### config.mk
export PLATFORM = sky130hd
export DESIGN_NAME = dvp_rgb565_tx
export DESIGN_NICKNAME = d
export VERILOG_FILES = /design/src/rtl/dvp_rgb565_tx.sv
export SDC_FILE = /design/constraint.sdc
export NUM_CORES = 1
export LEC_CHECK = 0
export ABC_CLOCK_PERIOD_IN_PS = 5600
export CAP_MARGIN = 0
export CORE_MARGIN = 1.5
export CORE_UTILIZATION = 25
export CTS_CLUSTER_DIAMETER = 40
export DETAILED_ROUTE_END_ITERATION = 10
export GPL_ROUTABILITY_DRIVEN = 0
export GPL_TIMING_DRIVEN = 0
export PLACE_DENSITY = 0.52
export SETUP_SLACK_MARGIN = 0.15
export SKIP_CTS_REPAIR_TIMING = 1
export SYNTH_ARGS = -nofsm -noshare
export SYNTH_HDL_FRONTEND = slang
export SYNTH_SLANG_ARGS = --single-unit
### constraint.sdc
create_clock -name clk -period 5.6 [get_ports clk]
set_clock_uncertainty 0.15 [all_clocks]
set_input_delay 1.12 -clock clk [delete_from_list [all_inputs] [get_ports clk]]
set_output_delay 1.12 -clock clk [all_outputs]
set_load 0.01 [all_outputs]
### src/rtl/dvp_rgb565_tx.sv
// -----------------------------------------------------------------------------
// dvp_rgb565_tx
// Source end of a byte-serial RGB565 DVP link (OV5640 stand-in). Generates
// frame/line timing (vsync, href) and serialises each 16-bit pixel as high
// byte then low byte. Pixels come from an internal test pattern or from an
// external request/response stream.
//
// Ports:
//   clk          byte clock (equals the DVP pixel clock)
//   rst_n        synchronous active-low reset
//   en           frame enable, level sensitive, checked in IDLE and on the
//                final front-porch cycle
//   pattern_sel  0 colour bars, 1 gradient, 2 solid pix_data, 3 external
//   pix_data     external RGB565 pixel (patterns 2 and 3)
//   pix_req      external pixel request, one cycle before each phase-0 byte
//   dvp_vsync    frame sync, high during VSYNC
//   dvp_href     line valid, high while dvp_data carries pixel bytes
//   dvp_data     byte-serial RGB565 data, 0 outside active lines
//   frame_done   one-cycle pulse on the final front-porch cycle
//   busy         high in every state except IDLE
//
// Every output is a register loaded from the next-state values, so the state
// visible in a cycle and the outputs of that cycle always agree.
// -----------------------------------------------------------------------------
module dvp_rgb565_tx #(
    parameter int H_PIXEL   = 1024,
    parameter int V_PIXEL   = 768,
    parameter int VSYNC_LEN = 4,
    parameter int V_BP      = 16,
    parameter int H_BLANK   = 64,
    parameter int V_FP      = 16
) (
    input  logic        clk,
    input  logic        rst_n,
    input  logic        en,
    input  logic [1:0]  pattern_sel,
    input  logic [15:0] pix_data,
    output logic        pix_req,
    output logic        dvp_vsync,
    output logic        dvp_href,
    output logic [7:0]  dvp_data,
    output logic        frame_done,
    output logic        busy
);

    // Terminal counts of the timers and pixel/line counters.
    localparam logic [15:0] VSYNC_LAST_C = 16'(VSYNC_LEN - 1);
    localparam logic [15:0] VBP_LAST_C   = 16'(V_BP - 1);
    localparam logic [15:0] HBLANK_LAST_C = 16'(H_BLANK - 1);
    localparam logic [15:0] VFP_LAST_C   = 16'(V_FP - 1);
    localparam logic [15:0] X_LAST_C     = 16'(H_PIXEL - 1);
    localparam logic [15:0] Y_LAST_C     = 16'(V_PIXEL - 1);
    localparam logic [15:0] BAR_LAST_C   = 16'((H_PIXEL / 8) - 1);

    typedef enum logic [2:0] {
        ST_IDLE   = 3'd0,
        ST_VSYNC  = 3'd1,
        ST_VBP    = 3'd2,
        ST_LINE   = 3'd3,
        ST_HBLANK = 3'd4,
        ST_VFP    = 3'd5
    } state_t;

    // Colour-bar palette, left to right.
    function automatic logic [15:0] bar_colour(input logic [2:0] idx);
        logic [15:0] c;
        case (idx)
            3'd0:    c = 16'hFFFF;
            3'd1:    c = 16'hFFE0;
            3'd2:    c = 16'h07FF;
            3'd3:    c = 16'h07E0;
            3'd4:    c = 16'hF81F;
            3'd5:    c = 16'hF800;
            3'd6:    c = 16'h001F;
            3'd7:    c = 16'h0000;
            default: c = 16'h0000;
        endcase
        return c;
    endfunction

    // Gradient: x in red and blue, y in green.
    function automatic logic [15:0] gradient(input logic [4:0] x_lo, input logic [5:0] y_lo);
        return {x_lo, y_lo, x_lo};
    endfunction

    // Registered state.
    state_t      state_r;
    logic [15:0] timer_r;
    logic [15:0] x_cnt_r;
    logic [15:0] y_cnt_r;
    logic        phase_r;
    logic [15:0] bar_cnt_r;
    logic [2:0]  bar_idx_r;
    logic [1:0]  pat_q_r;
    logic [7:0]  low_byte_r;

    // Registered outputs.
    logic        pix_req_r;
    logic        dvp_vsync_r;
    logic        dvp_href_r;
    logic [7:0]  dvp_data_r;
    logic        frame_done_r;
    logic        busy_r;

    // Next-state values.
    state_t      state_s;
    logic [15:0] timer_s;
    logic [15:0] x_cnt_s;
    logic [15:0] y_cnt_s;
    logic        phase_s;
    logic [15:0] bar_cnt_s;
    logic [2:0]  bar_idx_s;
    logic [1:0]  pat_s;
    logic        px_start_s;   // the coming edge starts phase 0 of a pixel
    logic [15:0] pixel_s;
    logic        req_s;

    // Next-state, timer and counter logic for the frame FSM.
    always_comb begin
        state_s    = state_r;
        timer_s    = timer_r;
        x_cnt_s    = x_cnt_r;
        y_cnt_s    = y_cnt_r;
        phase_s    = phase_r;
        bar_cnt_s  = bar_cnt_r;
        bar_idx_s  = bar_idx_r;
        pat_s      = pat_q_r;
        px_start_s = 1'b0;

        case (state_r)
            ST_IDLE: begin
                if (en) begin
                    state_s = ST_VSYNC;
                    timer_s = 16'd0;
                    pat_s   = pattern_sel;
                    x_cnt_s = 16'd0;
                    y_cnt_s = 16'd0;
                end else begin
                    state_s = ST_IDLE;
                end
            end

            ST_VSYNC: begin
                if (timer_r == VSYNC_LAST_C) begin
                    state_s = ST_VBP;
                    timer_s = 16'd0;
                end else begin
                    timer_s = timer_r + 16'd1;
                end
            end

            ST_VBP: begin
                if (timer_r == VBP_LAST_C) begin
                    state_s    = ST_LINE;
                    timer_s    = 16'd0;
                    x_cnt_s    = 16'd0;
                    y_cnt_s    = 16'd0;
                    phase_s    = 1'b0;
                    bar_cnt_s  = 16'd0;
                    bar_idx_s  = 3'd0;
                    px_start_s = 1'b1;
                end else begin
                    timer_s = timer_r + 16'd1;
                end
            end

            ST_LINE: begin
                if (!phase_r) begin
                    phase_s = 1'b1;
                end else if (x_cnt_r == X_LAST_C) begin
                    state_s = ST_HBLANK;
                    timer_s = 16'd0;
                    phase_s = 1'b0;
                end else begin
                    x_cnt_s    = x_cnt_r + 16'd1;
                    phase_s    = 1'b0;
                    px_start_s = 1'b1;
                    // Bar counter replaces an x / (H_PIXEL/8) divider.
                    if (bar_cnt_r == BAR_LAST_C) begin
                        bar_cnt_s = 16'd0;
                        bar_idx_s = bar_idx_r + 3'd1;
                    end else begin
                        bar_cnt_s = bar_cnt_r + 16'd1;
                    end
                end
            end

            ST_HBLANK: begin
                if (timer_r == HBLANK_LAST_C) begin
                    if (y_cnt_r < Y_LAST_C) begin
                        state_s    = ST_LINE;
                        timer_s    = 16'd0;
                        y_cnt_s    = y_cnt_r + 16'd1;
                        x_cnt_s    = 16'd0;
                        phase_s    = 1'b0;
                        bar_cnt_s  = 16'd0;
                        bar_idx_s  = 3'd0;
                        px_start_s = 1'b1;
                    end else begin
                        state_s = ST_VFP;
                        timer_s = 16'd0;
                    end
                end else begin
                    timer_s = timer_r + 16'd1;
                end
            end

            ST_VFP: begin
                if (timer_r == VFP_LAST_C) begin
                    timer_s = 16'd0;
                    x_cnt_s = 16'd0;
                    y_cnt_s = 16'd0;
                    if (en) begin
                        state_s = ST_VSYNC;
                        pat_s   = pattern_sel;
                    end else begin
                        state_s = ST_IDLE;
                    end
                end else begin
                    timer_s = timer_r + 16'd1;
                end
            end

            default: begin
                state_s = ST_IDLE;
                timer_s = 16'd0;
                x_cnt_s = 16'd0;
                y_cnt_s = 16'd0;
                phase_s = 1'b0;
            end
        endcase
    end

    // Pixel for the phase-0 cycle being entered, chosen by the latched pattern.
    always_comb begin
        pixel_s = 16'h0000;
        case (pat_s)
            2'd0:    pixel_s = bar_colour(bar_idx_s);
            2'd1:    pixel_s = gradient(x_cnt_s[4:0], y_cnt_s[5:0]);
            2'd2:    pixel_s = pix_data;
            2'd3:    pixel_s = pix_data;
            default: pixel_s = 16'h0000;
        endcase
    end

    // External request: high in the cycle that precedes every phase-0 cycle.
    always_comb begin
        req_s = 1'b0;
        if (pat_s != 2'd3) begin
            req_s = 1'b0;
        end else if ((state_s == ST_VBP) && (timer_s == VBP_LAST_C)) begin
            req_s = 1'b1;
        end else if ((state_s == ST_HBLANK) && (timer_s == HBLANK_LAST_C) &&
                     (y_cnt_s < Y_LAST_C)) begin
            req_s = 1'b1;
        end else if ((state_s == ST_LINE) && phase_s && (x_cnt_s < X_LAST_C)) begin
            req_s = 1'b1;
        end else begin
            req_s = 1'b0;
        end
    end

    // FSM state, counters and registered outputs.
    always_ff @(posedge clk) begin
        if (!rst_n) begin
            state_r      <= ST_IDLE;
            timer_r      <= 16'd0;
            x_cnt_r      <= 16'd0;
            y_cnt_r      <= 16'd0;
            phase_r      <= 1'b0;
            bar_cnt_r    <= 16'd0;
            bar_idx_r    <= 3'd0;
            pat_q_r      <= 2'd0;
            low_byte_r   <= 8'd0;
            pix_req_r    <= 1'b0;
            dvp_vsync_r  <= 1'b0;
            dvp_href_r   <= 1'b0;
            dvp_data_r   <= 8'd0;
            frame_done_r <= 1'b0;
            busy_r       <= 1'b0;
        end else begin
            state_r      <= state_s;
            timer_r      <= timer_s;
            x_cnt_r      <= x_cnt_s;
            y_cnt_r      <= y_cnt_s;
            phase_r      <= phase_s;
            bar_cnt_r    <= bar_cnt_s;
            bar_idx_r    <= bar_idx_s;
            pat_q_r      <= pat_s;
            pix_req_r    <= req_s;
            dvp_vsync_r  <= (state_s == ST_VSYNC);
            dvp_href_r   <= (state_s == ST_LINE);
            busy_r       <= (state_s != ST_IDLE);
            frame_done_r <= (state_s == ST_VFP) && (timer_s == VFP_LAST_C);
            // The whole pixel is captured at phase 0; the low byte waits a cycle.
            if (state_s == ST_LINE) begin
                if (px_start_s) begin
                    dvp_data_r <= pixel_s[15:8];
                    low_byte_r <= pixel_s[7:0];
                end else begin
                    dvp_data_r <= low_byte_r;
                end
            end else begin
                dvp_data_r <= 8'd0;
            end
        end
    end

    assign pix_req    = pix_req_r;
    assign dvp_vsync  = dvp_vsync_r;
    assign dvp_href   = dvp_href_r;
    assign dvp_data   = dvp_data_r;
    assign frame_done = frame_done_r;
    assign busy       = busy_r;

endmodule

-- Yosys cells after proc, flatten, opt, wreduce, memory -nomap -nowiden
Memories as Yosys holds them, arrays and structs flattened.
Cells that the tools add are included.
- bits of input ports: 21
- output and inout port bits: 13
- bits in writable memories: 0
- bits in registers: 94
- bits in read-only memories: 128
- bits in latches: 0
- memories kept: 1
- word-level logic and storage cells: 130
- memory list (name ; depth ; bits a word ; read ports ; clocked after memory_dff ; write ports ; RTL line ; RTL):
    (name not given) ; 8 ; 16 ; 1 ; 0 ; 0 ; 67 ; case (idx)
- equality and inequality tests: 26
- magnitude comparators: 3
- $add $sub $neg: 5
- reductions and logical operators: 18
- div/mod/pow operators: 0
- muxes and demuxes: 61
- shift-type cells: 0
- bitwise logic cells: 1
- multipliers: 0
- operators by type and width (kind ; number):
    $mux 16 ; 22
    $pmux 16 s5 ; 2
    $pmux 16 s3 ; 2
    $add 16x1->16 const B ; 4
    $pmux 16 s4 ; 1
    $lt 16x10->1 const B ; 3
    $mux 3 ; 13
    $eq 16x4->1 const B ; 2
    $eq 16x6->1 const B ; 2
    $pmux 3 s6 ; 1
    $eq 16x10->1 const B ; 1
    $eq 16x2->1 const B ; 1
    $eq 16x7->1 const B ; 1
    $mux 1 ; 13
    $eq 3x2->1 const B ; 4
    $eq 3x3->1 const B ; 4
    $ne 2x2->1 const B ; 6
    $pmux 3 s3 ; 1
    $mux 8 ; 1
    $reduce_or 2->1 ; 4
    $eq 3x1->1 const B ; 2
    $logic_and 1x1->1 ; 6
    $reduce_and 6->1 ; 1
    $reduce_bool 3->1 ; 2
    other kinds (12) ; 15

-- Logic depth before layout (Yosys ltp)
Gate-level depths: netlist (run 1).
- depth in word-level cells: 10
- depth in mapped cells: 12
- mapped depth without buffers: 10

-- Least setup slack after synthesis (run 1)
Ideal clock, no wire load.
- path kind: flip-flop to flip-flop
- start point: register timer_r[9]
- end point: register frame_done_r, in the netlist frame_done
- arrival time: 2936 ps
- data required time: 5350 ps
- clock period less this slack: 3185 ps
- path buffers: 2
- setup slack: 2415 ps
- setup time: 100 ps
- cell stages (with the launch flop): 11
- path through: dfxtp_1 > buf_6 > or4_4 > buf_6 > or4_4 > nand3_2 > and4b_4 > or3_2 > o21ai_2 > or4_4 > a2111oi_4
- longest elaborated chain between the ends: 5
- elaborated cells on any way between the ends: 19
- classes of those cells: add/sub (1); eq/ne (5); mux (12); reduce/logical (1)
- RTL lines (item ; RTL line ; RTL):
    from (decl) ; 88 ; logic [15:0] timer_r;
    from (signal assigned) ; 283 ; timer_r <= timer_s;
    $add 16x1->16 (tied with other cells) ; - ;
    $mux 16 (tied with other cells) ; 153, 209 ;
    $pmux 16 s5 or $pmux 3 s6 (tied branches) ; 130 ; case (state_r)
    $eq 16x4->1 or $eq 3x3->1 (tied branches) ; 294 ; frame_done_r <= (state_s == ST_VFP) && (timer_s == VFP_LAST_C);
    $logic_and 1x1->1 (*) ; 294 ;
    to (signal assigned) ; 294 ;
    to (decl) ; 102 ; logic frame_done_r;
Mark *: on every way between the ends. The rest lies on a longest branch, timed or not.
A chain may end at the register's enable or synchronous reset.

-- Worst setup path in the final report (run 1)
- start point: register timer_r[0]
- end point: register pix_req_r, in the netlist pix_req
- longest elaborated chain between the ends: 9
- elaborated cells on any way between the ends: 44
- classes of those cells: add/sub (1); order compare (2); eq/ne (9); mux (26); reduce/logical (6)
- RTL lines (item ; RTL line ; RTL):
    parallel branches: the longest is 9 deep, another holds $lt 16x10->1 ; - ;
    to (signal assigned) ; 290 ; pix_req_r <= req_s;
    to (decl) ; 98 ; logic pix_req_r;
Parallel ways; which one is timed is not known.

==> reports/results.ini, run 1 <==
[finish]
layout_commonest_cell = dfxtp_1
layout_common_cells = 94 x dfxtp_1, 85 x nor2_1, 71 x nand2_1
nNetsFinal = 783
drive_gt1_frac = 0.0577
synthToLayoutAreaGrowth_pct = 18.0
final_cell_area_mm2 = 0.00642
antenna_cells = 0
postLayoutCoreUtil = 0.304

[timing]
hold_viol = 0
period_share = 0.707
rsz0062_at_grt = false
finalSetupTns_ns = 0
slew_headroom = 0.116
setup_viol = 0
worst_pin_slew_ns = 1.29
fmax_mhz = 252
maxSlewViolCount = 0
fin_crit_ns = 3.96

[routing]
via_per_inst = 5.19
wire_per_inst_um = 15.9
first_pass_iters = 5
drcViolationCount = 0
drtIter0Drc = 347
vias = 5382
drtAntennaViolNets = 0
finalWirelength_um = 16500

[die]
die_area_mm2 = 0.0227
die_x_um = 151
coreArea_mm2 = 0.0212
fp-row-count = 53
die_h_um = 151
io_pins = 34
initial_core_util = 0.257

[placement]
io_buffers = 33
post-dp-hpwl_um = 12200
dpl-instance-area_mm2 = 0.00612

[yosys]
synth_edf_count = 0
synth.yosys.warnings = 0
synth_compound_area_frac = 0.215
yosysTopAreaCell = dfxtp_1
netlist_area_mm2 = 0.00544
synthSimpleGateAreaFrac = 0.361
synth_top_family_by_area = simple AND/OR/NAND/NOR gates
muxShareOfSynthArea = 0.00598
yosys_register_bits = 94
synth_nets = 739
synthAdderAreaFrac = 0.0115
synth-xor-area-share = 0.0225
synth_top_flop_cell = dfxtp_1
synth_area_per_cell_um2 = 7.63
ys_async_sr_fraction = 0
synthTopCellsByArea = dfxtp_1 35%, nor2_1 5.9%, nand2_1 4.9%, a21oi_1 4.5%, nand3_1 3.9%
synth_top_cell_area_share = 0.346
synth.distinct_cells = 70
ys_seq_area_frac = 0.346
syn_inst = 713

[cts]
root_buffer = clkbuf_16
clk_latency_ns = 0.36
cts_tree = yes
htree_levels = 3
clk_pin_slew_ns = 0.07
cts_num_sinks = 94
clockBufferDepth = 2
cts-buffers-inserted = 9

[global_route]
grt_antenna_before_repair = 0
track_usage = 0.153
grt_pass1_wl_um = 27200
grt_overflow_total = 0
grt_pass1_vias = 5119
grt_max_degree = 18

[worst_setup_path]
reg2reg_slack_ns = 1.64
critPathSlowestCell = o311ai_0
worstPathCellList = ha_1, clkbuf_1, nor4bb_1, nand4_1, nor2_1, nand3_1, o311ai_0, nand4_1, nor4_1, o2bb2ai_1, a32o_1
crit_path_end_kind = register
crit_required_ns = 5.70
crit_family = simple AND/OR/NAND/NOR gates
r2r_cells = 11
crit_arrival_ns = 4.06
crit_path_max_incr_delay_ns = 0.66
cp_max_fo = 10
worst_path_most_repeated_cell = nand4_1
critical_path.startpoint_type = register
crit_cells = 11
crit_type = register to register
crit_end = pix_req
crit_start = timer_r[0]
crit-reg2reg-capture = pix_req
crit_buf_inv = 1
reg2reg_from = timer_r[0]

[worst_hold_path]
hold_path_class = register to register
min_path_cells = 1
hold_start = y_cnt_r[13]

[job]
cap_violations = 0

[run_status]
outcome = complete, no violations

[power_and_ir_drop]
ir_worst_vdd_uv = 134
leakage_nw = 2.16
p_per_area_mw_per_mm2 = 226

[worst reg2reg max path, delay by kind of cell (launching register included)]
kind | cells | cell delay [ns]
adder cells (fa/ha/maj) | 1 | 0.24
AND/OR/NAND/NOR | 6 | 1.62
AO/OA/AOI/OAI | 3 | 1.04
flip-flops | 1 | 0.45
buffers and inverters | 1 | 0.36
[how the worst min path moves through the flow]
stage	slack, ns	endpoint
CTS	0.31	y_cnt_r[13]
finish	0.30	y_cnt_r[13]
floorplan	0.27	y_cnt_r[13]
detailed placement	0.29	y_cnt_r[13]
global placement	0.29	y_cnt_r[13]
global route	0.34	y_cnt_r[13]
[sequential cells by signal (all words and copies together), names as in the netlist]
register and count:
bar_idx_r 3, pat_q_r 2, x_cnt_r 16, state_r 3, low_byte_r 8, busy 1
frame_done 1, phase_r 1, dvp_vsync 1, bar_cnt_r 16, timer_r 16, pix_req 1
dvp_data 8, dvp_href 1, y_cnt_r 16
[per-layer routing]
metal	global-route usage	wire, µm
met1	0.208	7890
met2	0.237	7340
met3	0.0439	1080
met4	0.0333	208
met5	0	0
[Yosys cell counts, types with 4 or more instances]
master,instances
nand3_1,42
xnor2_1,4
a31oi_1,13
buf_2,5
a21oi_1,49
a311oi_1,5
nand2b_1,10
and3_1,15
nor3b_1,6
or4_1,6
a21o_1,5
o21ai_0,41
nor2_1,85
and2_1,27
nor4_1,13
clkbuf_1,29
nand4_1,18
and4_1,7
ha_1,5
a22oi_1,6
o211ai_1,4
nor3_1,16
o21a_1,4
xor2_1,10
o21ai_1,4
o22ai_1,4
or2_2,4
a211oi_1,10
nand2_1,71
nor2b_1,18
or3_1,10
dfxtp_1,94
inv_1,9
[final cells by class]
type / count / area [µm²]
fill: 2268 / 14700
multi-input combinational: 572 / 3350
sequential: 94 / 1880
tap: 275 / 344
timing repair buffer: 33 / 330
clock buffer: 10 / 229
buffer: 38 / 171
clock inverter: 6 / 76.3
inverter: 9 / 33.8
[power breakdown]
part	internal (W)	total (W)	switching, W
registers	0.000672	0.000676	0.00000411
logic	0.0000464	0.000128	0.0000818
clock network	0.000356	0.000650	0.000294
[metrics by stage]
step	total power, W	hold WS [ns]	setup WS, ns	instances
detailed placement	0.000819	0.287	1.59	1021
global route	0.00151	0.339	1.23	1037
floorplan	0.000769	0.271	2.41	713
global placement	0.000821	0.288	1.55	1021
CTS	0.00148	0.309	1.62	1037
finish	0.00145	0.302	1.64	1037
[logic make-up (layout without fill, tap and decap cells)]
logic type,count (synthesis),count (layout)
AOI/OAI and AO/OA,181,181
xor gates and xnor gates,14,14
buffers and inverters,47,96
muxes,3,3
adders and majority gates,5,5
DFF,94,94
and+or+nand+nor,369,369
Note: power is estimated with default switching activity, not from simulation.
==> run 2, diff against run 1 <==
- ABC_CLOCK_PERIOD_IN_PS: 5600 -> 3660
- clock period: 5.6 -> 3.66 ns (I/O delays scaled with it)
==> run 2 against run 1 <==
Net effect: die area did not move; sequential share of layout area fell by 1.2 points; total power rose by 54%; utilization rose by 1.4 points; sequential cell count did not move; critical path type unchanged; critical endpoint is now frame_done; largest cell class unchanged; largest power group unchanged; highest routed layer unchanged.
==> reports/results.ini, run 2 (synthesis results as in run 1) <==
[timing]
fmax_mhz = 294  ; +16%
finalSetupTns_ns = 0  ; unchanged
setup_viol = 0  ; unchanged
worst_pin_slew_ns = 0.933  ; -0.360 ns
rsz0062_at_grt = true
slew_headroom = 0.376  ; +0.261
fin_crit_ns = 3.41  ; -0.554 ns
hold_viol = 0  ; unchanged
maxSlewViolCount = 0  ; unchanged
finalHoldWorstSlack_ns = 0.302  ; -0.000192 ns
period_share = 0.931  ; +0.224

[global_route]
grt_pass1_vias = 5119  ; unchanged
grt_overflow_total = 0  ; unchanged
grt_max_degree = 18  ; unchanged
grt_pass1_wl_um = 27200  ; unchanged
track_usage = 0.153  ; unchanged
grt_antenna_before_repair = 0  ; unchanged

[power_and_ir_drop]
combPwrFrac = 0.093  ; +0.005
netSwitchingPower_w = 0.000582  ; +53%
p_per_area_mw_per_mm2 = 333  ; +47%
leakage_nw = 2.29  ; +6.0%
switching_share = 0.261  ; -0.000594
p_int_w = 0.00165  ; +54%
ir_worst_vdd_uv = 195  ; +45%
power_w = 0.00223  ; +54%
pwr-share-clk = 0.444  ; -0.003
pwr-share-seq = 0.464  ; about the same

[finish]
antenna_cells = 0  ; unchanged
synthToLayoutAreaGrowth_pct = 23.3
layout_common_cells = 92 x dfxtp_1, 82 x nor2_1, 71 x nand2_1
drive_gt1_frac = 0.117  ; +0.0590
layout_commonest_cell = dfxtp_1
nNetsFinal = 792  ; +1.1%

[worst_setup_path]
crit_type = register to register
reg2reg_from = timer_r[9]
crit_path_max_incr_delay_ns = 0.56  ; -0.10 ns
critical_path.startpoint_type = register
worst_path_most_repeated_cell = or4_4
crit_family = simple AND/OR/NAND/NOR gates
crit_arrival_ns = 3.52  ; -0.54 ns
reg2reg_slack_ns = 0.25  ; -1.39 ns
crit_path_end_kind = register
crit-reg2reg-capture = frame_done
cp_max_fo = 8  ; -2
crit_cells = 10  ; -1
r2r_cells = 10  ; -1
worstPathCellList = buf_6, or4_4, buf_6, or4_4, nand3_2, and4b_4, or3_2, o21ai_2, or4_4, a2111oi_4
crit_buf_inv = 2  ; +1
critPathSlowestCell = or4_4
crit_required_ns = 3.77  ; -1.93 ns

[routing]
finalWirelength_um = 16800  ; +1.6%
first_pass_iters = 5  ; unchanged
wire_per_inst_um = 16.0  ; +0.72%
drtIter0Drc = 361  ; +4.0%
drtAntennaViolNets = 0  ; unchanged
dr_wl_met2_um = 7580  ; +3.2%
top_layer = met4
vias = 5469  ; +1.6%
wl_met1_um = 8090  ; +2.6%
via_per_inst = 5.23  ; +0.74%
drcViolationCount = 0  ; unchanged
met3RoutedLength_um = 908  ; -16%

[worst_hold_path]
min_path_cells = 1  ; unchanged
min_to = y_cnt_r[13]
hold_path_class = register to register
hold_start = y_cnt_r[13]

[cts]
root_buffer = clkbuf_16
clockBufferDepth = 2  ; unchanged
htree_levels = 3  ; unchanged
cts-buffers-inserted = 9  ; unchanged
cts_num_sinks = 94  ; unchanged
clk_latency_ns = 0.36  ; about the same
clk_pin_slew_ns = 0.07  ; about the same
cts_tree = yes

[die]
die_x_um = 151  ; unchanged
coreArea_mm2 = 0.0212  ; unchanged
fp-row-count = 53  ; unchanged
initial_core_util = 0.257  ; unchanged
io_pins = 34  ; unchanged
die_area_mm2 = 0.0227  ; unchanged
die_h_um = 151  ; unchanged

[placement]
io_buffers = 33  ; unchanged
post-dp-hpwl_um = 12200  ; unchanged

[run_status]
outcome = complete, no violations

[job]
cap_violations = 0  ; unchanged

-- run 2: power by group through the flow --
stage	clock network (W)	registers [W]	logic (W)
floorplan	0	0.00106	0.000118
global placement	0	0.00106	0.000197
detailed placement	0	0.00106	0.000195
CTS	0.00103	0.00103	0.000196
global route	0.00106	0.00104	0.000229
finish	0.000991	0.00104	0.000207
-- run 2: layer usage --
layer / vias up / global-route usage
met2: 136 / 0.237
met4: 0 / 0.0333
li1: 2734 / -
met1: 2584 / 0.208
met3: 15 / 0.0439
met5: - / 0
-- run 2: worst register-to-register path: cells and delay by family, from the launching register on --
kind / cells / cell delay, ns
buf+inv: 2 / 0.29
flops: 1 / 0.31
simple gates: 6 / 2.22
compound gates: 2 / 0.36
-- run 2: cell type report --
type | count | area (µm²)
repair buffers | 42 | 410
well taps | 275 | 344
clock inverters | 6 | 76.3
inverters | 9 | 33.8
flip-flops and latches | 94 | 1880
plain buffers | 38 | 185
clock buffers | 10 | 229
multi-input cells | 572 | 3550
fillers | 2239 | 14400
-- run 2: per-stage QoR --
| stage | cell area, µm² | utilization | instances | setup slack (ns) |
|---|---|---|---|---|
| detailed placement | 6120 | 0.289 | 1021 | -0.297 |
| global placement | 6120 | 0.289 | 1021 | -0.312 |
| CTS | 6420 | 0.304 | 1037 | -0.320 |
| floorplan | 5440 | - | 713 | 0.475 |
| finish | 6710 | 0.317 | 1046 | 0.253 |
| global route | 6710 | 0.317 | 1046 | 0.121 |
-- run 2: worst max path at each step --
stage | to | start
after floorplan | frame_done | timer_r[9]
after global placement | pix_req | timer_r[0]
after detailed placement | pix_req | timer_r[0]
after CTS | pix_req | timer_r[0]
after global routing | bar_cnt_r[12] | x_cnt_r[12]
final | frame_done | timer_r[9]
==> run 3, diff against run 2 <==
- GPL_ROUTABILITY_DRIVEN: 0 -> 1
==> results of run 3 <==
No change in the layout: final DEF, timing and power equal those of run 2.
